$ cat config.mk
export PLATFORM = sky130hd
export DESIGN_NAME = button_event_arbiter
export DESIGN_NICKNAME = d
export VERILOG_FILES = /design/src/rtl/button_event_arbiter.sv
export SDC_FILE = /design/constraint.sdc
export NUM_CORES = 1
export LEC_CHECK = 0
export CORE_MARGIN = 10
export CORE_UTILIZATION = 56
export CTS_CLUSTER_DIAMETER = 200
export DETAILED_ROUTE_END_ITERATION = 7
export DONT_BUFFER_PORTS = 1
export PLACE_DENSITY = 0.71
export SLEW_MARGIN = 20
export SYNTH_ARGS = -nofsm -noshare
export SYNTH_HDL_FRONTEND = slang
export SYNTH_SLANG_ARGS = --single-unit
$ cat constraint.sdc
create_clock -name button_clk -period 1.84 [get_ports button_clk]
set_clock_uncertainty 0.05 [all_clocks]
set_input_delay 0.184 -clock button_clk [delete_from_list [all_inputs] [get_ports button_clk]]
set_output_delay 0.184 -clock button_clk [all_outputs]
set_load 0.01 [all_outputs]
$ cat src/rtl/button_event_arbiter.sv
// Debounces NUM_BTN synchronized button levels and turns each debounced press into one event.
// Pending events are shared round-robin onto a single valid/ready event channel.
module button_event_arbiter #(
    parameter int unsigned NUM_BTN         = 4,
    parameter int unsigned DEBOUNCE_CYCLES = 16,
    parameter int unsigned CNT_W           = 5,
    parameter int unsigned ID_W            = 2
) (
    input  logic               button_clk,
    input  logic               reset,
    input  logic [NUM_BTN-1:0] btn_level,
    output logic               evt_valid,
    output logic [ID_W-1:0]    evt_id,
    input  logic               evt_ready,
    output logic [NUM_BTN-1:0] pending,
    output logic [NUM_BTN-1:0] overrun,
    input  logic               overrun_clr
);

    typedef enum logic {
        S_IDLE,
        S_OFFER
    } state_t;

    state_t             state_q, state_d;
    logic [CNT_W-1:0]   cnt_q [NUM_BTN];
    logic [CNT_W-1:0]   cnt_d [NUM_BTN];
    logic [NUM_BTN-1:0] stable_q, stable_d;
    logic [NUM_BTN-1:0] stable_prev_q;
    logic [NUM_BTN-1:0] pending_q, pending_d;
    logic [NUM_BTN-1:0] overrun_q, overrun_d;
    logic [ID_W-1:0]    evt_id_q, evt_id_d;
    logic [ID_W-1:0]    last_grant_q, last_grant_d;

    logic               handshake;
    logic               found;
    int unsigned        cand;
    logic [NUM_BTN-1:0] press;
    logic [NUM_BTN-1:0] deliver;

    // Debounce: counter only advances while the sample differs from the debounced level.
    always_comb begin
        stable_d = stable_q;
        for (int unsigned i = 0; i < NUM_BTN; i++) begin
            cnt_d[i] = '0;
            if (btn_level[i] != stable_q[i]) begin
                if (cnt_q[i] == CNT_W'(DEBOUNCE_CYCLES - 1)) begin
                    stable_d[i] = btn_level[i];
                end else begin
                    cnt_d[i] = cnt_q[i] + 1'b1;
                end
            end
        end
    end

    assign press     = stable_q & ~stable_prev_q;
    assign handshake = (state_q == S_OFFER) && evt_ready;
    assign deliver   = handshake ? (NUM_BTN'(1) << evt_id_q) : '0;

    // A press landing on the delivery edge of the same button re-arms it instead of overrunning.
    always_comb begin
        pending_d = press | (pending_q & ~deliver);
        overrun_d = (press & pending_q & ~deliver) | (overrun_clr ? '0 : overrun_q);
    end

    always_comb begin
        state_d      = state_q;
        evt_id_d     = evt_id_q;
        last_grant_d = last_grant_q;
        found        = 1'b0;
        cand         = 0;
        case (state_q)
            S_IDLE: begin
                for (int unsigned j = 1; j <= NUM_BTN; j++) begin
                    cand = (int'(last_grant_q) + j) % NUM_BTN;
                    if (!found && pending_q[cand[ID_W-1:0]]) begin
                        found    = 1'b1;
                        evt_id_d = cand[ID_W-1:0];
                    end
                end
                if (found) begin
                    state_d = S_OFFER;
                end
            end
            S_OFFER: begin
                if (evt_ready) begin
                    last_grant_d = evt_id_q;
                    state_d      = S_IDLE;
                end
            end
            default: state_d = S_IDLE;
        endcase
    end

    always_ff @(posedge button_clk or posedge reset) begin
        if (reset) begin
            for (int unsigned i = 0; i < NUM_BTN; i++) begin
                cnt_q[i] <= '0;
            end
            stable_q      <= '0;
            stable_prev_q <= '0;
            pending_q     <= '0;
            overrun_q     <= '0;
            evt_id_q      <= '0;
            last_grant_q  <= ID_W'(NUM_BTN - 1);
            state_q       <= S_IDLE;
        end else begin
            for (int unsigned i = 0; i < NUM_BTN; i++) begin
                cnt_q[i] <= cnt_d[i];
            end
            stable_q      <= stable_d;
            stable_prev_q <= stable_q;
            pending_q     <= pending_d;
            overrun_q     <= overrun_d;
            evt_id_q      <= evt_id_d;
            last_grant_q  <= last_grant_d;
            state_q       <= state_d;
        end
    end

    assign evt_valid = (state_q == S_OFFER);
    assign evt_id    = evt_id_q;
    assign pending   = pending_q;
    assign overrun   = overrun_q;

endmodule

### After elaboration in Yosys (flattened, before gate mapping)

Index checks and enable logic that the tools add are counted.

| storage, ports and cells | value |
|---|---|
| flip-flop bits (word level) | 41 |
| bits of input ports | 8 |
| output and inout bits | 11 |
| logic and storage cells | 91 |

| operators by class | value |
|---|---|
| add/sub/neg operators | 8 |
| order comparisons | 4 |
| equal/unequal tests | 8 |
| shift operators | 1 |
| mux-type cells | 33 |
| bitwise gates (word level) | 9 |
| reduce and logical (&&, ||, !) cells | 14 |

Operators with widths:

| operator | count |
|---|---|
| 5-bit 2-to-1 mux | 8 |
| 5-bit by 1-bit adder with 5-bit output (second input constant) | 4 |
| 5-bit by 4-bit equality test with 1-bit output (second input constant) | 4 |
| 4-bit AND | 4 |
| 1-bit 2-to-1 mux | 14 |
| 2-bit by 3-bit less-than comparator with 1-bit output (second input constant) | 4 |
| 2-bit AND reduction | 6 |
| 1-bit binary-select mux with 2-bit select | 4 |
| 2-bit 2-to-1 mux | 4 |
| 4-bit 2-to-1 mux | 2 |
| 4-bit inverter | 2 |
| 4-bit bitwise OR | 2 |
| 2-bit by 1-bit adder with 2-bit output (second input constant) | 2 |
| 2-bit adder (second input constant) | 2 |
| 1-bit logical AND | 4 |
| 1-bit inequality test | 4 |
| 4-bit nonzero test | 1 |
| 1-bit by 2-bit << shifter with 4-bit output (first input constant) | 1 |
| 1-bit logical NOT | 3 |
| 1-bit one-hot mux with 2 select lines | 1 |
| 1-bit inverter | 1 |

### Longest topological paths before layout

Gate-level depths: netlist of run 1.

| depth | value |
|---|---|
| depth in word-level cells | 19 |
| depth in mapped cells | 5 |
| depth with buffers taken out | 4 |

### Worst setup path before layout of run 1

Ideal clock, no wire load.

| timing path | value |
|---|---|
| kind | register to register |
| start | register last_grant_q[0] |
| end | register evt_id_q[1], in the netlist evt_id[1] |
| library setup time | 125 ps |
| arrival | 1221 ps |
| data required time | 1665 ps |
| path slack | 444 ps |
| stages on the path, launching flop included | 6 |
| buffers on the path | 1 |
| period minus slack after synthesis | 1396 ps |
| cell sequence | dfstp_2 > buf_6 > and2b_2 > o21ai_0 > a32oi_1 > mux2_4 |

| between the ends | value |
|---|---|
| longest elaborated chain between the ends | 17 |
| elaborated cells between the ends (all ways) | 30 |
| those cells by class | 4 x add/sub; 18 x mux; 8 x reduce/logical |

Ends and longest elaborated chain:

| element | line | RTL |
|---|---|---|
| start, declared | 33 | `logic [ID_W-1:0] last_grant_q, last_grant_d;` |
| start signal, assigned | 105 | `last_grant_q <= ID_W'(NUM_BTN - 1);` |
| start signal, assigned | 116 | `last_grant_q <= last_grant_d;` |
| 2-bit by 1-bit adder with 2-bit output | 75 | `cand = (int'(last_grant_q) + j) % NUM_BTN;` |
| 1-bit binary-select mux with 2-bit select | 76 | `if (!found && pending_q[cand[ID_W-1:0]]) begin` |
| 1-bit 2-to-1 mux (not written as such) | 76 |  |
| 1-bit 2-to-1 mux | 76 |  |
| 1-bit 2-to-1 mux | 72 | `case (state_q)` |
| 1-bit logical NOT | 76 |  |
| 1-bit logical AND | 76 |  |
| 1-bit 2-to-1 mux | 76 |  |
| 1-bit 2-to-1 mux | 72 |  |
| 1-bit logical NOT | 76 |  |
| 1-bit logical AND | 76 |  |
| 1-bit 2-to-1 mux | 76 |  |
| 1-bit 2-to-1 mux | 72 |  |
| 1-bit logical NOT | 76 |  |
| 1-bit logical AND | 76 |  |
| 4-bit nonzero test (no line) | n/a |  |
| 2-bit AND reduction (no line) | n/a |  |
| end signal, assigned | 115 | `evt_id_q <= evt_id_d;` |
| end, declared | 32 | `logic [ID_W-1:0] evt_id_q, evt_id_d;` |

Several ways; a longest one is shown, not always the timed one. The select of a mux whose other input is x is not followed.
A chain may end at the register's enable or synchronous reset.

### Worst setup path in the final report of run 1

| timing path | value |
|---|---|
| start | register pending_q[0], in the netlist pending[0] |
| end | register evt_id_q[1], in the netlist evt_id[1] |

| between the ends | value |
|---|---|
| longest elaborated chain between the ends | 16 |
| elaborated cells between the ends (all ways) | 25 |
| those cells by class | 17 x mux; 8 x reduce/logical |

Ends and longest elaborated chain:

| element | line | RTL |
|---|---|---|
| start, declared | 30 | `logic [NUM_BTN-1:0] pending_q, pending_d;` |
| start signal, assigned | 113 | `pending_q <= pending_d;` |
| 1-bit binary-select mux with 2-bit select | 76 |  |
| 1-bit 2-to-1 mux (not written as such) | 76 |  |
| 1-bit 2-to-1 mux | 76 |  |
| 1-bit 2-to-1 mux | 72 |  |
| 1-bit logical NOT | 76 |  |
| 1-bit logical AND | 76 |  |
| 1-bit 2-to-1 mux | 76 |  |
| 1-bit 2-to-1 mux | 72 |  |
| 1-bit logical NOT | 76 |  |
| 1-bit logical AND | 76 |  |
| 1-bit 2-to-1 mux | 76 |  |
| 1-bit 2-to-1 mux | 72 |  |
| 1-bit logical NOT | 76 |  |
| 1-bit logical AND | 76 |  |
| 4-bit nonzero test (no line) | n/a |  |
| 2-bit AND reduction (no line) | n/a |  |

Several ways; a longest one is shown, not always the timed one. The select of a mux whose other input is x is not followed.

==> results of run 1 <==
## cell families after synthesis
group,Yosys count,synth area share
buffers and inverters,15,0.0407
xor gates and xnor gates,12,0.0600
adders and majority gates,4,0.0286
muxes,6,0.0400
DFF,41,0.587
AOI/OAI and AO/OA,22,0.0771
and+or+nand+nor,57,0.167
## critical path, cell delays in order (launching register included)
cell and delay (ns):
sky130_fd_sc_hd__dfrtp_1 0.63, sky130_fd_sc_hd__nor4b_1 0.30, sky130_fd_sc_hd__a21oi_1 0.07, sky130_fd_sc_hd__a32oi_1 0.22, sky130_fd_sc_hd__mux2_4 0.17
## synth_stat cells, drive strengths merged (2+ instances only)
cell and instances:
and2 4, and3 4, buf 2, dfrtp 39, dfstp 2, ha 4
inv 13, mux2 5, nand2 10, nand2b 5, nand3 10, nor2 19
o21ai 9, o22ai 7, xor2 12
## per-stage QoR
step	power (mW)	cell area, µm²
floorplan	1.57	1750
finish	2.13	1930
global placement	1.62	1790
global route	2.28	1930
detailed placement	1.64	1790
CTS	2.15	1930
## flip-flops by register name, indices dropped and copies added (netlist names)
| register | cells |
|---|---|
| overrun | 4 |
| cnt_q | 20 |
| pending | 4 |
| evt_id | 2 |
| stable_q | 4 |
| stable_prev_q | 4 |
| last_grant_q | 2 |
| evt_valid | 1 |
## repair_timing
| item | in CTS | in global routing |
|---|---|---|
| buffers inserted | 0 | 0 |
| hold endpoints to repair | 53 | 0 |
| hold buffers | 7 | 0 |
## layer usage
metal  vias to the layer above  global-route usage  wire length [µm]
met4                         0              0.0492                52
li1                        556                   -                 -
met1                       522               0.116              1190
met3                         6              0.0566               207
met2                        23               0.178              1330
met5                         -                   0                 0
## power by group
part           leakage (nW)  internal, mW  switching [mW]
Combinational         0.389         0.227           0.187
Clock                0.0413         0.222           0.268
Sequential            0.547          1.02           0.209
## worst max-delay path by stage
stage	from	end	slack [ns]
global placement	pending[0]	evt_id[1]	0.43
CTS	pending[0]	evt_id[1]	0.34
detailed placement	pending[0]	evt_id[1]	0.39
finish	pending[0]	evt_id[1]	0.36
global route	pending[0]	evt_id[1]	0.22
floorplan	last_grant_q[0]	evt_id[1]	0.44
## final cells by class
type / instances / area, µm²
inverter: 13 / 48.8
fill: 247 / 1090
clock inverter: 1 / 5.00
sequential: 41 / 1030
multi-input combinational: 101 / 653
tap: 44 / 55.1
clock buffer: 7 / 65.1
timing repair buffer: 8 / 77.6
==> metrics.txt, run 1 <==
# TYPE chip_impl_metric gauge
chip_impl_metric{name="timing.final.max_slew_violations",unit=""} 0
chip_impl_info{name="ys_top_cells_by_area",value="sky130_fd_sc_hd__dfrtp_1, sky130_fd_sc_hd__xor2_1, sky130_fd_sc_hd__nor2_1, sky130_fd_sc_hd__dfstp_2, sky130_fd_sc_hd__ha_1"} 1
chip_impl_metric{name="syn_inst",unit=""} 157
chip_impl_info{name="clock_root_buffer",value="sky130_fd_sc_hd__clkbuf_4"} 1
chip_impl_info{name="r2r_start",value="pending[0]"} 1
chip_impl_metric{name="post-synth-top-area-fraction",unit=""} 0.557
chip_impl_metric{name="clkTransAtPathRegs",unit="ns"} 0.11
chip_impl_info{name="most_common_cell_after_layout_fill_and_taps_aside",value="sky130_fd_sc_hd__dfrtp_1"} 1
chip_impl_metric{name="drtPass1Iterations",unit=""} 4
chip_impl_metric{name="n_antenna_cell",unit=""} 0
chip_impl_metric{name="max_slew.worst_pin.slew",unit="ns"} 0.485
chip_impl_metric{name="synth.distinct_cells",unit=""} 29
chip_impl_metric{name="critical_path_arrival",unit="ns"} 1.73
chip_impl_metric{name="clock-sinks",unit=""} 41
chip_impl_metric{name="synth.yosys.warnings",unit=""} 0
chip_impl_metric{name="clkLatencyLatePin",unit="ns"} 0.34
chip_impl_metric{name="globalplace.congestion",unit=""} 0.756
chip_impl_metric{name="area.growth.synth_to_final",unit="%"} 10.3
chip_impl_metric{name="layout.nets",unit=""} 182
chip_impl_metric{name="number_of_buffers_on_the_longest_clock_path",unit=""} 2
chip_impl_info{name="worst_setup_path_start_kind",value="register"} 1
chip_impl_info{name="hp-start",value="btn_level[1]"} 1
chip_impl_metric{name="post_layout_nonfiller_instances",unit=""} 215
chip_impl_metric{name="place.port_buffers",unit=""} 0
chip_impl_info{name="grt_setup_unrepaired",value="no"} 1
chip_impl_info{name="setup_crit_path_kind",value="register to register"} 1
chip_impl_info{name="synth_top_area_cell",value="sky130_fd_sc_hd__dfrtp_1"} 1
chip_impl_info{name="status",value="completed"} 1
chip_impl_metric{name="synthesized_flop_and_latch_total",unit=""} 41
chip_impl_info{name="cts_tree",value="yes"} 1
chip_impl_metric{name="crit_required",unit="ns"} 2.08
chip_impl_metric{name="postSynthNetCount",unit=""} 169
chip_impl_metric{name="max-slew-margin-rel",unit=""} 0.677
chip_impl_metric{name="die_width",unit="µm"} 76.0
chip_impl_metric{name="r2r_setup_slack",unit="ns"} 0.36
chip_impl_metric{name="synthesis.area",unit="µm²"} 1750
chip_impl_metric{name="fmax",unit="GHz"} 0.674
chip_impl_metric{name="critical_path_peak_fanout",unit=""} 10
chip_impl_metric{name="htreeDepth",unit=""} 2
chip_impl_metric{name="setup_viol",unit=""} 0
chip_impl_metric{name="ys_async_sr_fraction",unit=""} 1.00
chip_impl_metric{name="vdd_drop_max",unit="mV"} 0.520
chip_impl_metric{name="io_pins",unit=""} 19
chip_impl_metric{name="ctsResizeCount",unit=""} 0
chip_impl_metric{name="finalHoldWorstSlack",unit="ns"} 0.0248
chip_impl_metric{name="grt_pass1_vias",unit=""} 1137
chip_impl_metric{name="fin_tns_setup",unit="ns"} 0
chip_impl_metric{name="syn_avg_cell_area",unit="µm²"} 11.2
chip_impl_metric{name="pin_count_of_the_biggest_net_entering_global_routing",unit=""} 42
chip_impl_info{name="hold_path_end",value="cnt_q[12]"} 1
chip_impl_metric{name="drc",unit=""} 0
chip_impl_metric{name="powerDensity",unit="nW/µm²"} 1100
chip_impl_metric{name="finalWorstSetupSlack",unit="ns"} 0.356
chip_impl_metric{name="sequential_fraction_of_the_synthesis_area",unit=""} 0.587
chip_impl_metric{name="hpwl_detailed",unit="mm"} 2.08
chip_impl_metric{name="routed_via_density",unit=""} 5.15
chip_impl_metric{name="dpl_worst_slack",unit="ns"} 0.387
chip_impl_metric{name="rr_worst_depth",unit=""} 4
chip_impl_metric{name="report.final.hold_viol_count",unit=""} 0
chip_impl_metric{name="design.die.area",unit="µm²"} 5770
chip_impl_metric{name="std_cell_rows",unit=""} 20
chip_impl_info{name="endpoint_kind",value="register"} 1
chip_impl_info{name="min-delay-path-class",value="input port to register"} 1
chip_impl_metric{name="grt_pass1_wl",unit="mm"} 5.21
chip_impl_metric{name="drtAntennaViolNets",unit=""} 0
chip_impl_metric{name="layout-drive-gt1-share",unit=""} 0.111
chip_impl_metric{name="design.core.area",unit="µm²"} 3030
chip_impl_metric{name="worstHoldPathCells",unit=""} 2
chip_impl_metric{name="track_usage",unit=""} 0.110
chip_impl_metric{name="p_leak",unit="nW"} 0.977
chip_impl_metric{name="die_height",unit="µm"} 76.0
chip_impl_metric{name="max_cap_viol_count",unit=""} 0
chip_impl_metric{name="antenna_found_initial",unit=""} 0
chip_impl_metric{name="routedWlPerCell",unit="µm"} 12.9
chip_impl_metric{name="cts_buffer_count",unit=""} 5
chip_impl_info{name="mostFrequentLayoutCells",value="sky130_fd_sc_hd__dfrtp_1, sky130_fd_sc_hd__nor2_1, sky130_fd_sc_hd__inv_1, sky130_fd_sc_hd__xor2_1"} 1
chip_impl_metric{name="post-place-cells",unit=""} 200
chip_impl_metric{name="remaining_overflow_grt",unit=""} 0
chip_impl_metric{name="dr.first_iter.drc_count",unit=""} 53
chip_impl_metric{name="period_needed",unit="ns"} 1.48
chip_impl_metric{name="layout.core_utilization",unit=""} 0.638
chip_impl_metric{name="period_share",unit=""} 0.807
chip_impl_metric{name="vias",unit=""} 1107
chip_impl_metric{name="postRouteWirelength",unit="mm"} 2.78
chip_impl_metric{name="synth-edff-count",unit=""} 0
chip_impl_info{name="synthFlopType",value="sky130_fd_sc_hd__dfrtp_1"} 1
chip_impl_metric{name="initial_core_utilization",unit=""} 0.579
chip_impl_info{name="r2r_end",value="evt_id[1]"} 1
(Power assumes the default switching activity.)
==> run 2: changes to the inputs <==
--- a/config.mk
+++ b/config.mk
@@ -6,11 +6,11 @@
 export NUM_CORES = 1
 export LEC_CHECK = 0
 export CORE_MARGIN = 10
-export CORE_UTILIZATION = 56
+export CORE_UTILIZATION = 55
 export CTS_CLUSTER_DIAMETER = 200
 export DETAILED_ROUTE_END_ITERATION = 7
 export DONT_BUFFER_PORTS = 1
-export PLACE_DENSITY = 0.71
+export PLACE_DENSITY = 0.73
 export SLEW_MARGIN = 20
 export SYNTH_ARGS = -nofsm -noshare
 export SYNTH_HDL_FRONTEND = slang
==> constraint.sdc (replaced) <==
create_clock -name button_clk -period 1.3 [get_ports button_clk]
set_clock_uncertainty 0.05 [all_clocks]
set_input_delay 0.13 -clock button_clk [delete_from_list [all_inputs] [get_ports button_clk]]
set_output_delay 0.13 -clock button_clk [all_outputs]
set_load 0.01 [all_outputs]
==> metrics.txt, run 2 (synthesized netlist as in run 1, its figures left out) <==
# TYPE chip_impl_metric gauge
chip_impl_info{name="status",value="complete, but fails checks"} 1
chip_impl_info{name="violated_checks",value="setup timing"} 1
chip_impl_metric{name="drtAntennaViolNets",unit=""} 0
chip_impl_info{name="min-delay-path-class",value="input port to asynchronous set/reset pin"} 1
chip_impl_metric{name="pin_count_of_the_biggest_net_entering_global_routing",unit=""} 42
chip_impl_metric{name="critical_path_peak_fanout",unit=""} 5
chip_impl_metric{name="dr.first_iter.drc_count",unit=""} 95
chip_impl_info{name="slowest_stage",value="sky130_fd_sc_hd__dfstp_2"} 1
chip_impl_info{name="path_delay_family",value="flip-flops"} 1
chip_impl_info{name="largest-register",value="cnt_q"} 1
chip_impl_info{name="setup_crit_path_kind",value="register to register"} 1
chip_impl_info{name="path_cells",value="and2b_2 -> o21ai_2 -> a32oi_1 -> mux2_4"} 1
chip_impl_metric{name="post_dp_cell_area",unit="µm²"} 1900
chip_impl_metric{name="p_leak",unit="nW"} 1.11
chip_impl_metric{name="postRouteWirelength",unit="mm"} 3.81
chip_impl_metric{name="grtUsageMet3",unit=""} 0.0495
chip_impl_metric{name="max_cap_viol_count",unit=""} 0
chip_impl_metric{name="initial_core_utilization",unit=""} 0.574
chip_impl_metric{name="largest_register_ff_count",unit=""} 20
chip_impl_info{name="cp-startpoint",value="last_grant_q[0]"} 1
chip_impl_info{name="mostFrequentLayoutCells",value="sky130_fd_sc_hd__dfrtp_1, sky130_fd_sc_hd__buf_4, sky130_fd_sc_hd__nor2_1, sky130_fd_sc_hd__inv_1, sky130_fd_sc_hd__xor2_1"} 1
chip_impl_metric{name="remaining_overflow_grt",unit=""} 0
chip_impl_metric{name="antenna_found_initial",unit=""} 0
chip_impl_metric{name="period_needed",unit="ns"} 1.42
chip_impl_metric{name="drc",unit=""} 0
chip_impl_metric{name="routedWlPerCell",unit="µm"} 15.9
chip_impl_metric{name="max-slew-margin-rel",unit=""} 0.770
chip_impl_metric{name="hpwl_detailed",unit="mm"} 2.42
chip_impl_metric{name="report.final.hold_viol_count",unit=""} 0
chip_impl_metric{name="grt_pass1_wl",unit="mm"} 6.12
chip_impl_metric{name="design.core.area",unit="µm²"} 3050
chip_impl_info{name="clock_root_buffer",value="sky130_fd_sc_hd__clkbuf_4"} 1
chip_impl_metric{name="groute.layer.met1.usage",unit=""} 0.132
chip_impl_metric{name="grt_pass1_vias",unit=""} 1302
chip_impl_metric{name="std_cell_rows",unit=""} 20
chip_impl_metric{name="post_layout_nonfiller_instances",unit=""} 240
chip_impl_metric{name="crit_required",unit="ns"} 1.50
chip_impl_metric{name="layout.nets",unit=""} 207
chip_impl_metric{name="fmax",unit="GHz"} 0.705
chip_impl_info{name="most_common_cell_after_layout_fill_and_taps_aside",value="sky130_fd_sc_hd__dfrtp_1"} 1
chip_impl_metric{name="track_usage",unit=""} 0.131
chip_impl_metric{name="post-place-cells",unit=""} 213
chip_impl_metric{name="clkTransAtPathRegs",unit="ns"} 0.12
chip_impl_metric{name="stdcell_area",unit="µm²"} 2250
chip_impl_metric{name="timing.final.max_slew_violations",unit=""} 0
chip_impl_metric{name="drtPass1Iterations",unit=""} 4
chip_impl_metric{name="place.port_buffers",unit=""} 0
chip_impl_metric{name="number_of_buffers_on_the_longest_clock_path",unit=""} 2
chip_impl_metric{name="clock-sinks",unit=""} 41
chip_impl_metric{name="globalplace.congestion",unit=""} 0.871
chip_impl_info{name="cts_tree",value="yes"} 1
chip_impl_info{name="grt_setup_unrepaired",value="yes"} 1
chip_impl_metric{name="finalWorstSetupSlack",unit="ns"} -0.119
chip_impl_metric{name="vias",unit=""} 1273
chip_impl_metric{name="setup_viol",unit=""} 3
chip_impl_metric{name="post-layout-total-power",unit="mW"} 3.62
chip_impl_metric{name="design.die.area",unit="µm²"} 5850
chip_impl_metric{name="r2r_setup_slack",unit="ns"} -0.12
chip_impl_metric{name="powerDensity",unit="nW/µm²"} 1610
chip_impl_info{name="grt-busiest-layer",value="met2"} 1
chip_impl_info{name="endpoint",value="evt_id[1]"} 1
chip_impl_metric{name="vdd_drop_max",unit="mV"} 0.996
chip_impl_metric{name="io_pins",unit=""} 19
chip_impl_metric{name="crit_buf_inv",unit=""} 0
chip_impl_metric{name="area.growth.synth_to_final",unit="%"} 28.4
chip_impl_info{name="worst_setup_path_start_kind",value="register"} 1
chip_impl_metric{name="rr_worst_depth",unit=""} 4
chip_impl_metric{name="max_slew.worst_pin.slew",unit="ns"} 0.341
chip_impl_metric{name="critical_path_arrival",unit="ns"} 1.62
chip_impl_metric{name="cts_buffer_count",unit=""} 5
chip_impl_metric{name="cp_num_cells",unit=""} 4
chip_impl_metric{name="max_stage_delay",unit="ns"} 0.59
chip_impl_metric{name="fin_tns_setup",unit="ns"} -0.131
chip_impl_metric{name="layout.core_utilization",unit=""} 0.737
chip_impl_metric{name="htreeDepth",unit=""} 2
chip_impl_metric{name="die_width",unit="µm"} 76.5
chip_impl_info{name="r2r_end",value="evt_id[1]"} 1
chip_impl_info{name="endpoint_kind",value="register"} 1
chip_impl_metric{name="n_antenna_cell",unit=""} 0
chip_impl_info{name="r2r_start",value="last_grant_q[0]"} 1
chip_impl_metric{name="fraction_of_met2_tracks_used_by_global_routing",unit=""} 0.233
chip_impl_metric{name="clkLatencyLatePin",unit="ns"} 0.35
chip_impl_metric{name="routed_via_density",unit=""} 5.30
chip_impl_metric{name="die_height",unit="µm"} 76.5
chip_impl_metric{name="period_share",unit=""} 1.09
chip_impl_metric{name="dpl_worst_slack",unit="ns"} -0.101
chip_impl_metric{name="layout-drive-gt1-share",unit=""} 0.316
chip_impl_metric{name="finalHoldWorstSlack",unit="ns"} 0.212
[run 2: cell count changes in the layout (fill, tap and decap cells not counted), moves of 4 or more]
cell,previous run,this run
sky130_fd_sc_hd__dfrtp_2,0,4
sky130_fd_sc_hd__o21ai_1,0,4
sky130_fd_sc_hd__ha_1,4,0
sky130_fd_sc_hd__dfrtp_1,39,35
sky130_fd_sc_hd__buf_4,1,21
sky130_fd_sc_hd__buf_6,0,4
sky130_fd_sc_hd__nor2_2,0,4
sky130_fd_sc_hd__o21ai_0,9,3
sky130_fd_sc_hd__nand3_1,10,6
sky130_fd_sc_hd__nor2_1,19,15
[run 2: area by class of cell]
type	instances	area, µm²
clock buffers	7	55.1
clock inverters	1	30.0
fillers	210	802
inverters	13	48.8
multi-input cells	101	736
flip-flops and latches	41	1030
well taps	44	55.1
repair buffers	33	293
[run 2: report_power, final]
group	internal [mW]	switching, mW	total [mW]
Combinational	0.604	0.486	1.09
Clock	0.459	0.406	0.866
Sequential	1.44	0.217	1.66
Total	2.51	1.11	3.62
[run 2: routing by layer]
layer	wire (µm)	up-vias
met2	2070	33
met1	1510	627
met3	183	7
met5	0	-
met4	51	0
li1	-	606
[run 2: how the worst min path moves through the flow]
stage	startpoint	to	slack [ns]
3_3_place_gp	reset	stable_q[3]	0.04
6_report	reset	pending[1]	0.21
3_5_place_dp	reset	stable_q[3]	0.05
4_1_cts	reset	cnt_q[17]	0.19
2_1_floorplan	evt_ready	evt_valid	0.17
5_1_grt	reset	cnt_q[17]	0.21
[run 2: repair_timing]
item | 4_1_cts | 5_1_grt
resized for setup | 11 | 22
hold endpoints to repair | 62 | 0
pin swaps | 3 | 8
endpoints found under the setup margin | 8 | 20
hold buffers | 7 | 0
setup buffers | 7 | 5
[run 2: worst min-delay path: cells and delay by family]
kind / cells / cell delay, ns
buffers and inverters: 3 / 0.85
